$ cat config.mk
export PLATFORM = sky130hd
export DESIGN_NAME = lcd_id_timing
export DESIGN_NICKNAME = d
export VERILOG_FILES = /design/src/rtl/lcd_pkg.sv /design/src/rtl/lcd_sync_gen.sv /design/src/rtl/lcd_id_timing.sv
export SDC_FILE = /design/constraint.sdc
export NUM_CORES = 1
export LEC_CHECK = 0
export CORE_MARGIN = 4
export CORE_UTILIZATION = 55
export CTS_BUF_LIST = sky130_fd_sc_hd__clkbuf_2 sky130_fd_sc_hd__clkbuf_4 sky130_fd_sc_hd__clkbuf_8
export CTS_CLUSTER_SIZE = 8
export DETAILED_ROUTE_END_ITERATION = 7
export GPL_ROUTABILITY_DRIVEN = 0
export HOLD_SLACK_MARGIN = 0.1
export PLACE_DENSITY = 0.83
export SKIP_LAST_GASP = 1
export SLEW_MARGIN = 20
export SYNTH_ARGS = -nofsm -noshare
export SYNTH_HDL_FRONTEND = slang
export SYNTH_SLANG_ARGS = --single-unit
$ cat constraint.sdc
create_clock -name sys_clk -period 6.4 [get_ports sys_clk]
set_clock_uncertainty 0.2 [all_clocks]
set_input_delay 1.28 -clock sys_clk [delete_from_list [all_inputs] [get_ports sys_clk]]
set_output_delay 1.28 -clock sys_clk [all_outputs]
set_load 0.01 [all_outputs]
$ cat src/rtl/lcd_pkg.sv
// Shared types, panel ID constants and strap decoding for the RGB LCD timing path.
package lcd_pkg;

  // Panel IDs as reported on lcd_id
  localparam logic [15:0] ID_4342 = 16'h4342;
  localparam logic [15:0] ID_7084 = 16'h7084;
  localparam logic [15:0] ID_7016 = 16'h7016;
  localparam logic [15:0] ID_4384 = 16'h4384;
  localparam logic [15:0] ID_1018 = 16'h1018;

  // Strap codes M = {rgb[4], rgb[10], rgb[15]}
  localparam logic [2:0] M_4342 = 3'b000;
  localparam logic [2:0] M_7084 = 3'b001;
  localparam logic [2:0] M_7016 = 3'b010;
  localparam logic [2:0] M_4384 = 3'b100;
  localparam logic [2:0] M_1018 = 3'b101;

  typedef enum logic [1:0] {
    ST_SETTLE = 2'd0,
    ST_SAMPLE = 2'd1,
    ST_RUN    = 2'd2
  } lcd_state_t;

  // Sync, back porch, display, front porch, total -- horizontal then vertical
  typedef struct packed {
    logic [10:0] hs;
    logic [10:0] hb;
    logic [10:0] hd;
    logic [10:0] hf;
    logic [10:0] ht;
    logic [10:0] vs;
    logic [10:0] vb;
    logic [10:0] vd;
    logic [10:0] vf;
    logic [10:0] vt;
  } lcd_timing_t;

  typedef struct packed {
    lcd_timing_t tim;
    logic [15:0] id;
    logic        unknown;
  } lcd_decode_t;

  localparam lcd_timing_t T_480X272 = '{11'd41, 11'd2, 11'd480, 11'd2, 11'd525,
                                        11'd10, 11'd2, 11'd272, 11'd2, 11'd286};
  localparam lcd_timing_t T_800X480 = '{11'd128, 11'd88, 11'd800, 11'd40, 11'd1056,
                                        11'd2, 11'd33, 11'd480, 11'd10, 11'd525};
  localparam lcd_timing_t T_1024X600 = '{11'd20, 11'd140, 11'd1024, 11'd160, 11'd1344,
                                         11'd3, 11'd20, 11'd600, 11'd12, 11'd635};
  localparam lcd_timing_t T_1280X800 = '{11'd10, 11'd80, 11'd1280, 11'd70, 11'd1440,
                                         11'd3, 11'd10, 11'd800, 11'd10, 11'd823};

  // Timing set belonging to a panel ID; anything unlisted gets the 480x272 set
  function automatic lcd_timing_t timing_for_id(input logic [15:0] id);
    case (id)
      ID_7084, ID_4384: return T_800X480;
      ID_7016:          return T_1024X600;
      ID_1018:          return T_1280X800;
      default:          return T_480X272;
    endcase
  endfunction

  // Strap code to panel ID, timing set and unknown flag
  function automatic lcd_decode_t id_to_timing(input logic [2:0] m,
                                               input logic [15:0] default_id);
    lcd_decode_t d;
    d.unknown = 1'b0;
    case (m)
      M_4342:  d.id = ID_4342;
      M_7084:  d.id = ID_7084;
      M_7016:  d.id = ID_7016;
      M_4384:  d.id = ID_4384;
      M_1018:  d.id = ID_1018;
      default: begin
        d.id      = default_id;
        d.unknown = 1'b1;
      end
    endcase
    d.tim = timing_for_id(d.id);
    return d;
  endfunction

endpackage

$ cat src/rtl/lcd_sync_gen.sv
// Raster counters and registered HS/VS/DE plus the one-cycle-early pixel request.
module lcd_sync_gen
  import lcd_pkg::*;
(
  input  logic        clk,
  input  logic        rst_n,
  input  logic        run,
  input  lcd_timing_t tim,
  output logic        lcd_hs,
  output logic        lcd_vs,
  output logic        lcd_de,
  output logic        data_req,
  output logic [10:0] pixel_xpos,
  output logic [10:0] pixel_ypos
);

  logic [10:0] h_cnt;
  logic [10:0] v_cnt;
  logic [10:0] h_nxt;
  logic [10:0] v_nxt;
  logic [10:0] h_start;
  logic [10:0] h_end;
  logic [10:0] v_start;
  logic [10:0] v_end;
  logic        req_nxt;

  // Front porches are implied by the totals and are not needed here
  logic unused_porch;
  assign unused_porch = ^{tim.hf, tim.vf};

  // Next raster position and whether that position lies in the active window
  always_comb begin
    h_nxt   = h_cnt + 11'd1;
    v_nxt   = v_cnt;
    h_start = tim.hs + tim.hb;
    h_end   = h_start + tim.hd;
    v_start = tim.vs + tim.vb;
    v_end   = v_start + tim.vd;
    if (h_cnt == tim.ht - 11'd1) begin
      h_nxt = 11'd0;
      v_nxt = (v_cnt == tim.vt - 11'd1) ? 11'd0 : v_cnt + 11'd1;
    end
    req_nxt = run && (h_nxt >= h_start) && (h_nxt < h_end) &&
              (v_nxt >= v_start) && (v_nxt < v_end);
  end

  // Counters and sync outputs; data_req tracks the current counter so that
  // lcd_de, a plain delay of data_req, lands one cycle after the counters
  always_ff @(posedge clk or negedge rst_n) begin
    if (!rst_n) begin
      h_cnt      <= 11'd0;
      v_cnt      <= 11'd0;
      lcd_hs     <= 1'b1;
      lcd_vs     <= 1'b1;
      lcd_de     <= 1'b0;
      data_req   <= 1'b0;
      pixel_xpos <= 11'd0;
      pixel_ypos <= 11'd0;
    end else if (!run) begin
      h_cnt      <= 11'd0;
      v_cnt      <= 11'd0;
      lcd_hs     <= 1'b1;
      lcd_vs     <= 1'b1;
      lcd_de     <= 1'b0;
      data_req   <= 1'b0;
      pixel_xpos <= 11'd0;
      pixel_ypos <= 11'd0;
    end else begin
      h_cnt      <= h_nxt;
      v_cnt      <= v_nxt;
      lcd_hs     <= !(h_cnt < tim.hs);
      lcd_vs     <= !(v_cnt < tim.vs);
      data_req   <= req_nxt;
      lcd_de     <= data_req;
      pixel_xpos <= req_nxt ? (h_nxt - h_start + 11'd1) : 11'd0;
      pixel_ypos <= req_nxt ? (v_nxt - v_start) : 11'd0;
    end
  end

endmodule

$ cat src/rtl/lcd_id_timing.sv
// Panel ID strap read-back after reset, then raster timing for the decoded panel.
// Renderer interface: data_req/pixel_xpos/pixel_ypos form a request with no
// back-pressure; the renderer must present pixel_data exactly one cycle after
// each data_req, and that cycle is the one where lcd_de is high.
module lcd_id_timing
  import lcd_pkg::*;
#(
  parameter int          SETTLE_CYCLES = 16,
  parameter logic [15:0] DEFAULT_ID    = 16'h4342
) (
  input  logic        sys_clk,
  input  logic        sys_rst_n,
  input  logic [15:0] lcd_rgb_in,
  input  logic [15:0] pixel_data,
  output logic [15:0] lcd_rgb_out,
  output logic        lcd_rgb_oe,
  output logic        lcd_de,
  output logic        lcd_hs,
  output logic        lcd_vs,
  output logic        lcd_bl,
  output logic        data_req,
  output logic [10:0] pixel_xpos,
  output logic [10:0] pixel_ypos,
  output logic [10:0] h_disp,
  output logic [10:0] v_disp,
  output logic [15:0] lcd_id,
  output logic        id_unknown
);

  localparam int SW = (SETTLE_CYCLES > 2) ? $clog2(SETTLE_CYCLES) : 1;

  lcd_state_t  state;
  logic [SW-1:0] settle_cnt;
  lcd_timing_t tim;
  lcd_decode_t dec;
  logic        run;

  assign dec = id_to_timing({lcd_rgb_in[4], lcd_rgb_in[10], lcd_rgb_in[15]}, DEFAULT_ID);
  assign run = (state == ST_RUN);

  // Bring-up sequence: let the released bus settle, latch the strap once, then run
  always_ff @(posedge sys_clk or negedge sys_rst_n) begin
    if (!sys_rst_n) begin
      state      <= ST_SETTLE;
      settle_cnt <= '0;
      tim        <= '0;
      lcd_id     <= 16'h0;
      id_unknown <= 1'b0;
      h_disp     <= 11'd0;
      v_disp     <= 11'd0;
      lcd_rgb_oe <= 1'b0;
      lcd_bl     <= 1'b0;
    end else begin
      case (state)
        ST_SETTLE: begin
          if (settle_cnt == SW'(SETTLE_CYCLES - 1)) state <= ST_SAMPLE;
          else                                        settle_cnt <= settle_cnt + 1'b1;
        end
        ST_SAMPLE: begin
          tim        <= dec.tim;
          lcd_id     <= dec.id;
          id_unknown <= dec.unknown;
          h_disp     <= dec.tim.hd;
          v_disp     <= dec.tim.vd;
          lcd_rgb_oe <= 1'b1;
          lcd_bl     <= 1'b1;
          state      <= ST_RUN;
        end
        ST_RUN: begin
          state <= ST_RUN;
        end
        default: begin
          state <= ST_SETTLE;
        end
      endcase
    end
  end

  lcd_sync_gen u_sync (
    .clk        (sys_clk),
    .rst_n      (sys_rst_n),
    .run        (run),
    .tim        (tim),
    .lcd_hs     (lcd_hs),
    .lcd_vs     (lcd_vs),
    .lcd_de     (lcd_de),
    .data_req   (data_req),
    .pixel_xpos (pixel_xpos),
    .pixel_ypos (pixel_ypos)
  );

  // Pixel arrives the cycle lcd_de is high; blank elsewhere
  assign lcd_rgb_out = lcd_de ? pixel_data : 16'h0;

endmodule

==> impl_table.tex, run 1 <==
\begin{tabular}{lr}
\hline
Metric & Value \\
\hline
\multicolumn{2}{l}{\textbf{Outcome}} \\
\quad Status & completed \\
\multicolumn{2}{l}{\textbf{GRT}} \\
\quad Number of antenna violations at the first check in global routing & 0 \\
\quad Largest net degree at the start of global routing & 81 \\
\quad Overall track demand over capacity in global routing & 0.239 \\
\quad Global-route wire length before repair & 26000 um \\
\quad Aggregate global routing overflow & 0 \\
\quad Via count of the first global-routing pass & 5566 \\
\multicolumn{2}{l}{\textbf{Worst hold path}} \\
\quad HP Start & lcd\_id[2]\$\_DFFE\_PN0N\_ \\
\quad Instance count along the most critical hold path & 1 \\
\quad Type of the most critical hold path & reg2reg \\
\quad Min-Delay Endpoint & lcd\_id[2]\$\_DFFE\_PN0N\_ \\
\multicolumn{2}{l}{\textbf{Clock network}} \\
\quad CTS Hold Buffers Added & 0 \\
\quad CTS buffer count & 9 \\
\quad Clock tree from TritonCTS & yes \\
\quad Number of buffers inserted by post-CTS setup repair & 0 \\
\quad Clock Pin Slew Worst Setup and Hold Paths & 0.09 ns \\
\quad CTS max path bufs & 2 \\
\quad Clock Sinks & 80 \\
\quad Quantity of gates resized following cts & 0 \\
\quad Source-to-sink clock delay at the later pin of the worst-skew pair & 0.37 ns \\
\quad Number of H-tree branching levels & 3 \\
\quad Clock root cell & clkbuf\_8 \\
\multicolumn{2}{l}{\textbf{Setup path}} \\
\quad Worst Path Class, Setup & reg2reg \\
\quad Critical Path Fanout Max & 23 \\
\quad Worst-case reg-to-reg path depth & 18 \\
\quad Critical register-to-register path endpoint & u\_sync.pixel\_xpos[7]\$\_DFF\_PN0\_ \\
\quad Critical path endpoint category & register \\
\quad Kind of launch point of the worst setup path & register \\
\quad Data required, critical path & 6.48 ns \\
\quad Slack of the worst reg-to-reg path & 0.65 ns \\
\quad Arrival time reported for the critical path endpoint & 5.83 ns \\
\quad Reg2reg start & tim[90]\$\_DFFE\_PN0N\_ \\
\multicolumn{2}{l}{\textbf{Power}} \\
\quad Final Total Pwr & 1830 uW \\
\quad Leakage power & 0.00347 uW \\
\quad Power Dens Cells & 240 nW/um\^{}2 \\
\quad Highest ir drop seen on vdd & 144 uV \\
\multicolumn{2}{l}{\textbf{Synthesis}} \\
\quad Count of distinct cell types in the synthesized netlist & 71 \\
\quad Warning count from the yosys run & 0 \\
\quad Cells after Synth & 717 \\
\quad Share of synthesized area occupied by flip-flops and latches & 0.306 \\
\quad Flip-flop and latch count after synthesis & 80 \\
\quad Number of enable-type register cells in the synthesized netlist & 0 \\
\quad Cell area after synthesis & 6550 um\^{}2 \\
\quad Fraction of registers with async set or reset after synthesis & 1.00 \\
\quad Flip-flop cell with the highest count after synthesis & dfrtp\_1 \\
\quad Syn\_area\_per\_cell & 9.14 um\^{}2 \\
\multicolumn{2}{l}{\textbf{Cells and area}} \\
\quad Leading cell types in the layout, fill and taps excluded & 88 x clkdlybuf4s50\_1, 78 x dfrtp\_1, 77 x ha\_1, 61 x inv\_1, 48 x nor2\_1 \\
\quad Ratio of cells with drive above 1 in the final layout & 0.0520 \\
\quad Diode insertion count for antenna repair & 0 \\
\quad Area growth from synthesis to layout & 16.1\% \\
\quad Commonest non-fill, non-tap cell in the layout & clkdlybuf4s50\_1 \\
\quad Final instance count without filler cells & 932 \\
\quad \# nets final & 904 \\
\multicolumn{2}{l}{\textbf{Route}} \\
\quad Iter 0 DRT Violations & 276 \\
\quad Average wire per standard cell & 17.0 um \\
\quad Remaining antenna violation count & 0 \\
\quad Initial DRT Pass Iterations & 6 \\
\quad Total wire length after detailed routing & 15800 um \\
\quad Via count of the routed design & 5447 \\
\quad Remaining DRCs & 0 \\
\quad Per-cell via count in the routed design & 5.84 \\
\multicolumn{2}{l}{\textbf{STA}} \\
\quad Max-Slew Margin vs Limit & 0.358 \\
\quad Peak clock frequency supported by timing & 174 MHz \\
\quad Share of the clock period used by the worst path & 0.899 \\
\quad Post-route worst hold slack & 0.288 ns \\
\quad Total Neg Setup Slack & 0 ns \\
\quad Setup slack after layout & 0.648 ns \\
\quad Unrepaired setup endpoints after global routing & no \\
\quad Transition time at the pin with the least slew margin & 0.963 ns \\
\quad Final count of negative-setup-slack endpoints & 0 \\
\quad Final critical-path required period & 5.75 ns \\
\quad Pins over their slew limit & 0 \\
\quad Final-report hold violation count & 0 \\
\multicolumn{2}{l}{\textbf{Die}} \\
\quad Die width & 117 um \\
\quad Standard-cell row count & 39 \\
\quad Die area & 13700 um\^{}2 \\
\quad Number of top-level design ports & 117 \\
\quad Initial core utilization & 0.569 \\
\quad Die Height & 117 um \\
\quad Placeable core region & 11500 um\^{}2 \\
\multicolumn{2}{l}{\textbf{Placement}} \\
\quad Minimum setup slack after placement & 0.868 ns \\
\quad Post-detailed-placement half-perimeter wirelength & 12400 um \\
\quad Inst Count DP & 916 \\
\quad Number of input and output port buffers inserted & 89 \\
\multicolumn{2}{l}{\textbf{Flow run}} \\
\quad Max-cap check violation count & 0 \\
\hline
\end{tabular}
[kinds of logic (layout without fill, tap and decap cells)]
family / Yosys count / count (layout) / share of synthesized area
buffers and inverters: 115 / 174 / 0.0873
adder cells (fa/ha/maj): 86 / 86 / 0.175
flip-flops: 80 / 80 / 0.306
other: 1 / 14 / 0.000572
AND/OR/NAND/NOR: 232 / 232 / 0.197
multiplexers: 5 / 5 / 0.00802
XOR/XNOR: 59 / 59 / 0.0812
AO/OA/AOI/OAI: 139 / 139 / 0.146
[layer usage]
layer	track usage	wire length, um	vias to the layer above
met5	0	0	-
met4	0.118	713	0
met3	0.0535	1190	61
met2	0.406	7640	245
met1	0.286	6280	2560
li1	-	-	2581
[worst max-delay path by stage]
stage | startpoint | end | slack (ns) | depth (start not counted)
CTS | tim[90]$_DFFE_PN0N_ | u_sync.pixel_xpos[7]$_DFF_PN0_ | 0.83 | 18
detailed placement | tim[90]$_DFFE_PN0N_ | u_sync.pixel_xpos[7]$_DFF_PN0_ | 0.87 | 18
global placement | tim[90]$_DFFE_PN0N_ | u_sync.pixel_xpos[7]$_DFF_PN0_ | 1.07 | 18
global route | tim[90]$_DFFE_PN0N_ | u_sync.pixel_xpos[7]$_DFF_PN0_ | 0.34 | 18
finish | tim[90]$_DFFE_PN0N_ | u_sync.pixel_xpos[7]$_DFF_PN0_ | 0.65 | 18
floorplan | tim[90]$_DFFE_PN0N_ | u_sync.pixel_xpos[9]$_DFF_PN0_ | 1.38 | 21
[cells in the mapped netlist (12+ instances only)]
cell,count,area (um^2)
o21ai_0,32,160
and2_1,38,238
clkbuf_1,15,56.3
nand2_1,27,101
xnor2_1,34,298
nor2b_1,12,75.1
nand3_1,17,85.1
buf_4,30,225
ha_1,77,963
a21o_1,13,97.6
inv_1,61,229
o21a_1,16,120
a21oi_1,28,140
dfrtp_1,78,1950
xor2_1,24,210
nor3_1,24,120
nor2_1,48,180
[final cells by class]
class,count,area (um^2)
fillers,928,3910
clock buffers,9,124
flip-flops and latches,80,2000
clock inverters,7,104
well taps,143,179
repair buffers,96,941
multi-input cells,535,4020
inverters,62,233
[critical path: stages (launching register included)]
cell       delay, ns
dfrtp_1         0.79
inv_1           0.31
ha_1            0.33
nand4bb_1       0.23
a31oi_1         0.21
nand4_1         0.26
a21oi_1         0.53
and4_4          0.45
a21oi_1         0.14
ha_1            0.33
nor2b_1         0.14
o21ai_0         0.15
a21oi_1         0.27
o21a_1          0.15
nor2_1          0.06
o21ai_0         0.54
nor4_4          0.05
buf_4           0.23
nor4_1          0.27
[power by group]
part | internal [uW] | leakage, uW | switching (uW)
clock | 224 | 0.000108 | 204
combinational | 359 | 0.00235 | 422
sequential | 553 | 0.00101 | 62.8
total | 1140 | 0.00347 | 689
[sequential cells by signal, summed over array words and instances (netlist names)]
signal / flops
id_unknown: 1
lcd_id: 10
settle_cnt: 4
state: 2
tim: 15
u_sync.data_req: 1
u_sync.h_cnt: 11
u_sync.lcd_de: 1
u_sync.lcd_hs: 1
u_sync.lcd_vs: 1
u_sync.pixel_xpos: 11
u_sync.pixel_ypos: 11
u_sync.v_cnt: 11
[per-stage QoR]
step / util / cell area, um^2
finish: 0.661 / 7610
detailed placement: 0.641 / 7380
global route: 0.661 / 7610
global placement: 0.641 / 7380
CTS: 0.661 / 7610
floorplan: - / 6600
Note: power is estimated with default switching activity, not from simulation.
==> inputs of run 2 (changes only) <==
--- a/config.mk
+++ b/config.mk
@@ -8,6 +8,7 @@
 export CORE_MARGIN = 4
 export CORE_UTILIZATION = 55
 export CTS_BUF_LIST = sky130_fd_sc_hd__clkbuf_2 sky130_fd_sc_hd__clkbuf_4 sky130_fd_sc_hd__clkbuf_8
+export CTS_CLUSTER_DIAMETER = 100
 export CTS_CLUSTER_SIZE = 8
 export DETAILED_ROUTE_END_ITERATION = 7
 export GPL_ROUTABILITY_DRIVEN = 0
==> results of run 2 <==
Same layout as run 1: the final DEF is identical, and so are final timing and power.
==> inputs of run 3 (changes only) <==
--- a/config.mk
+++ b/config.mk
@@ -5,6 +5,7 @@
 export SDC_FILE = /design/constraint.sdc
 export NUM_CORES = 1
 export LEC_CHECK = 0
+export CORE_ASPECT_RATIO = 0.8
 export CORE_MARGIN = 4
 export CORE_UTILIZATION = 55
 export CTS_BUF_LIST = sky130_fd_sc_hd__clkbuf_2 sky130_fd_sc_hd__clkbuf_4 sky130_fd_sc_hd__clkbuf_8
@@ -19,3 +20,4 @@
 export SYNTH_ARGS = -nofsm -noshare
 export SYNTH_HDL_FRONTEND = slang
 export SYNTH_SLANG_ARGS = --single-unit
+export TNS_END_PERCENT = 20
==> run 3 against run 2 <==
Compared with the run above:
- worst setup slack improved by 0.34 ns
- maximum frequency rose by 6.3%
- sequential power barely moved
- largest cell class unchanged
==> impl_table.tex, run 3 (synthesis gave the netlist of run 1 again) <==
\begin{tabular}{lr}
\hline
Metric & Value \\
\hline
\multicolumn{2}{l}{\textbf{Outcome}} \\
\quad Status & completed \\
\multicolumn{2}{l}{\textbf{Placement}} \\
\quad Number of input and output port buffers inserted & 89 (unchanged) \\
\quad Post-detailed-placement half-perimeter wirelength & 12200 um (-1.1\%) \\
\multicolumn{2}{l}{\textbf{Die}} \\
\quad Placeable core region & 11600 um\^{}2 (+0.39\%) \\
\quad Die width & 130 um (+11\%) \\
\quad Standard-cell row count & 35 (-10\%) \\
\quad Number of top-level design ports & 117 (unchanged) \\
\quad Initial core utilization & 0.567 (-0.00222) \\
\quad Die Height & 106 um (-9.8\%) \\
\quad Die area & 13700 um\^{}2 (about the same) \\
\multicolumn{2}{l}{\textbf{Worst hold path}} \\
\quad Type of the most critical hold path & reg2reg \\
\quad Instance count along the most critical hold path & 1 (unchanged) \\
\multicolumn{2}{l}{\textbf{Setup path}} \\
\quad Data required, critical path & 6.43 ns (-0.05 ns) \\
\quad Critical Path Fanout Max & 23 (unchanged) \\
\quad CP max stage delay & 0.46 ns (-0.33 ns) \\
\quad Worst Path Class, Setup & reg2reg \\
\quad Critical path endpoint category & register \\
\quad Most numerous cell on the critical path & a21oi\_1 \\
\quad Arrival time reported for the critical path endpoint & 5.45 ns (-0.38 ns) \\
\quad Cell Chain, Critical Path & buf\_4 -> inv\_1 -> ha\_1 -> and2\_1 -> a2111oi\_2 -> nand4\_1 -> a21oi\_1 -> and4\_4 -> a21oi\_1 -> ha\_1 -> nor2b\_1 -> o21ai\_0 -> a21oi\_1 -> o21a\_1 -> nor2\_1 -> o21ai\_0 -> nor4\_4 -> buf\_4 -> nor3\_1 \\
\quad Kind of launch point of the worst setup path & register \\
\quad Worst-path cell with the longest stage delay & a21oi\_1 \\
\quad Worst-case reg-to-reg path depth & 19 (+1) \\
\multicolumn{2}{l}{\textbf{Route}} \\
\quad Total wire length after detailed routing & 15800 um (about the same) \\
\quad Initial DRT Pass Iterations & 7 (+1) \\
\quad Remaining DRCs & 0 (unchanged) \\
\quad Average wire per standard cell & 16.9 um (-0.68\%) \\
\quad Per-cell via count in the routed design & 5.88 (+0.55\%) \\
\quad Iter 0 DRT Violations & 455 (+65\%) \\
\quad Remaining antenna violation count & 0 (unchanged) \\
\quad Via count of the routed design & 5512 (+1.2\%) \\
\multicolumn{2}{l}{\textbf{GRT}} \\
\quad Via count of the first global-routing pass & 5402 (-2.9\%) \\
\quad Largest net degree at the start of global routing & 81 (unchanged) \\
\quad Global-route wire length before repair & 26000 um (unchanged) \\
\quad Overall track demand over capacity in global routing & 0.232 (-0.00736) \\
\quad Number of antenna violations at the first check in global routing & 0 (unchanged) \\
\quad Aggregate global routing overflow & 0 (unchanged) \\
\multicolumn{2}{l}{\textbf{Cells and area}} \\
\quad Commonest non-fill, non-tap cell in the layout & clkdlybuf4s50\_1 \\
\quad Leading cell types in the layout, fill and taps excluded & 88 x clkdlybuf4s50\_1, 78 x dfrtp\_1, 77 x ha\_1, 61 x inv\_1, 48 x nor2\_1 \\
\quad Area growth from synthesis to layout & 16.4\% \\
\quad Ratio of cells with drive above 1 in the final layout & 0.0532 (+0.00120) \\
\quad Diode insertion count for antenna repair & 0 (unchanged) \\
\quad \# nets final & 905 (+0.11\%) \\
\quad Max FFs per register & 15 (unchanged) \\
\quad Register name with the most flops & tim \\
\multicolumn{2}{l}{\textbf{STA}} \\
\quad Final count of negative-setup-slack endpoints & 0 (unchanged) \\
\quad Transition time at the pin with the least slew margin & 0.836 ns (-0.127 ns) \\
\quad Peak clock frequency supported by timing & 185 MHz (+6.3\%) \\
\quad Unrepaired setup endpoints after global routing & no \\
\quad Pins over their slew limit & 0 (unchanged) \\
\quad Final-report hold violation count & 0 (unchanged) \\
\quad Final critical-path required period & 5.41 ns (-0.340 ns) \\
\quad Total Neg Setup Slack & 0 ns (unchanged) \\
\quad Share of the clock period used by the worst path & 0.846 (-0.0531) \\
\quad Max-Slew Margin vs Limit & 0.442 (+0.0844) \\
\quad Post-route worst hold slack & 0.288 ns (+0.000438 ns) \\
\multicolumn{2}{l}{\textbf{Clock network}} \\
\quad CTS buffer count & 9 (unchanged) \\
\quad CTS max path bufs & 2 (unchanged) \\
\quad Clock root cell & clkbuf\_8 \\
\quad Quantity of gates resized following cts & 0 (unchanged) \\
\quad Clock tree from TritonCTS & yes \\
\quad CTS Hold Buffers Added & 0 (unchanged) \\
\quad Clock Sinks & 80 (unchanged) \\
\quad Source-to-sink clock delay at the later pin of the worst-skew pair & 0.36 ns (about the same) \\
\quad Number of H-tree branching levels & 3 (unchanged) \\
\quad Clock Pin Slew Worst Setup and Hold Paths & 0.09 ns (about the same) \\
\quad Number of buffers inserted by post-CTS setup repair & 0 (unchanged) \\
\multicolumn{2}{l}{\textbf{Power}} \\
\quad Power Dens Cells & 239 nW/um\^{}2 (-0.19\%) \\
\quad Highest ir drop seen on vdd & 202 uV (+40\%) \\
\quad Leakage power & 0.00349 uW (+0.43\%) \\
\multicolumn{2}{l}{\textbf{Flow run}} \\
\quad Max-cap check violation count & 0 (unchanged) \\
\hline
\end{tabular}
## run 3: cell types whose count changed in the layout (fill, tap and decap cells not counted)
cell	previous run	this run
clkinvlp_4	2	0
buf_6	0	1
clkinv_2	0	1
inv_6	1	2
## run 3: critical path, delay by kind of cell, from the launching register on
family	cells	cell delay, ns
AOI/OAI and AO/OA	7	1.86
and+or+nand+nor	7	1.50
buffers and inverters	3	0.70
adders and majority gates	2	0.64
DFF	1	0.38
## run 3: path summary, 6_finish.rpt
path	from	to	slack (ns)
max	tim[94]$_DFFE_PN0N_	u_sync.pixel_xpos[4]$_DFF_PN0_	0.99
min	lcd_id[2]$_DFFE_PN0N_	lcd_id[2]$_DFFE_PN0N_	0.29
max reg2reg	tim[94]$_DFFE_PN0N_	u_sync.pixel_xpos[4]$_DFF_PN0_	0.99
min reg2reg	lcd_id[2]$_DFFE_PN0N_	lcd_id[2]$_DFFE_PN0N_	0.29
max in group asynchronous	sys_rst_n	u_sync.h_cnt[10]$_DFF_PN0_	4.78
min in group asynchronous	sys_rst_n	u_sync.lcd_de$_DFF_PN0_	0.73
## run 3: final cells by class
class,count,area [um^2]
Multi-Input combinational cell,535,4020
Fill cell,917,3940
Sequential cell,80,2000
Timing Repair Buffer,97,952
Inverter,62,233
Tap cell,148,185
Clock buffer,9,124
Clock inverter,7,103
## run 3: stage by stage
| stage | cell area (um^2) | utilization | setup slack (ns) | power [uW] | std cells |
|---|---|---|---|---|---|
| finish | 7620 | 0.660 | 0.988 | 1830 | 938 |
| global route | 7620 | 0.660 | 0.629 | 1960 | 938 |
| CTS | 7620 | 0.659 | 1.09 | 1830 | 938 |
| detailed placement | 7390 | 0.640 | 1.15 | 1390 | 922 |
| global placement | 7390 | 0.640 | 1.29 | 1360 | 922 |
| floorplan | 6600 | - | 1.38 | 1180 | 730 |
## run 3: where the power goes
| group | internal [uW] | total [uW] | switching, uW |
|---|---|---|---|
| Combinational | 359 | 781 | 421 |
| Sequential | 553 | 614 | 60.8 |
| Clock | 225 | 431 | 206 |
## run 3: routing by layer
metal / share of wire / GRT usage / vias to the layer above
met5: 0 / 0 / -
met4: 0.018 / 0.0653 / 0
met3: 0.076 / 0.0491 / 41
met2: 0.48 / 0.384 / 221
met1: 0.42 / 0.306 / 2667
li1: - / - / 2583
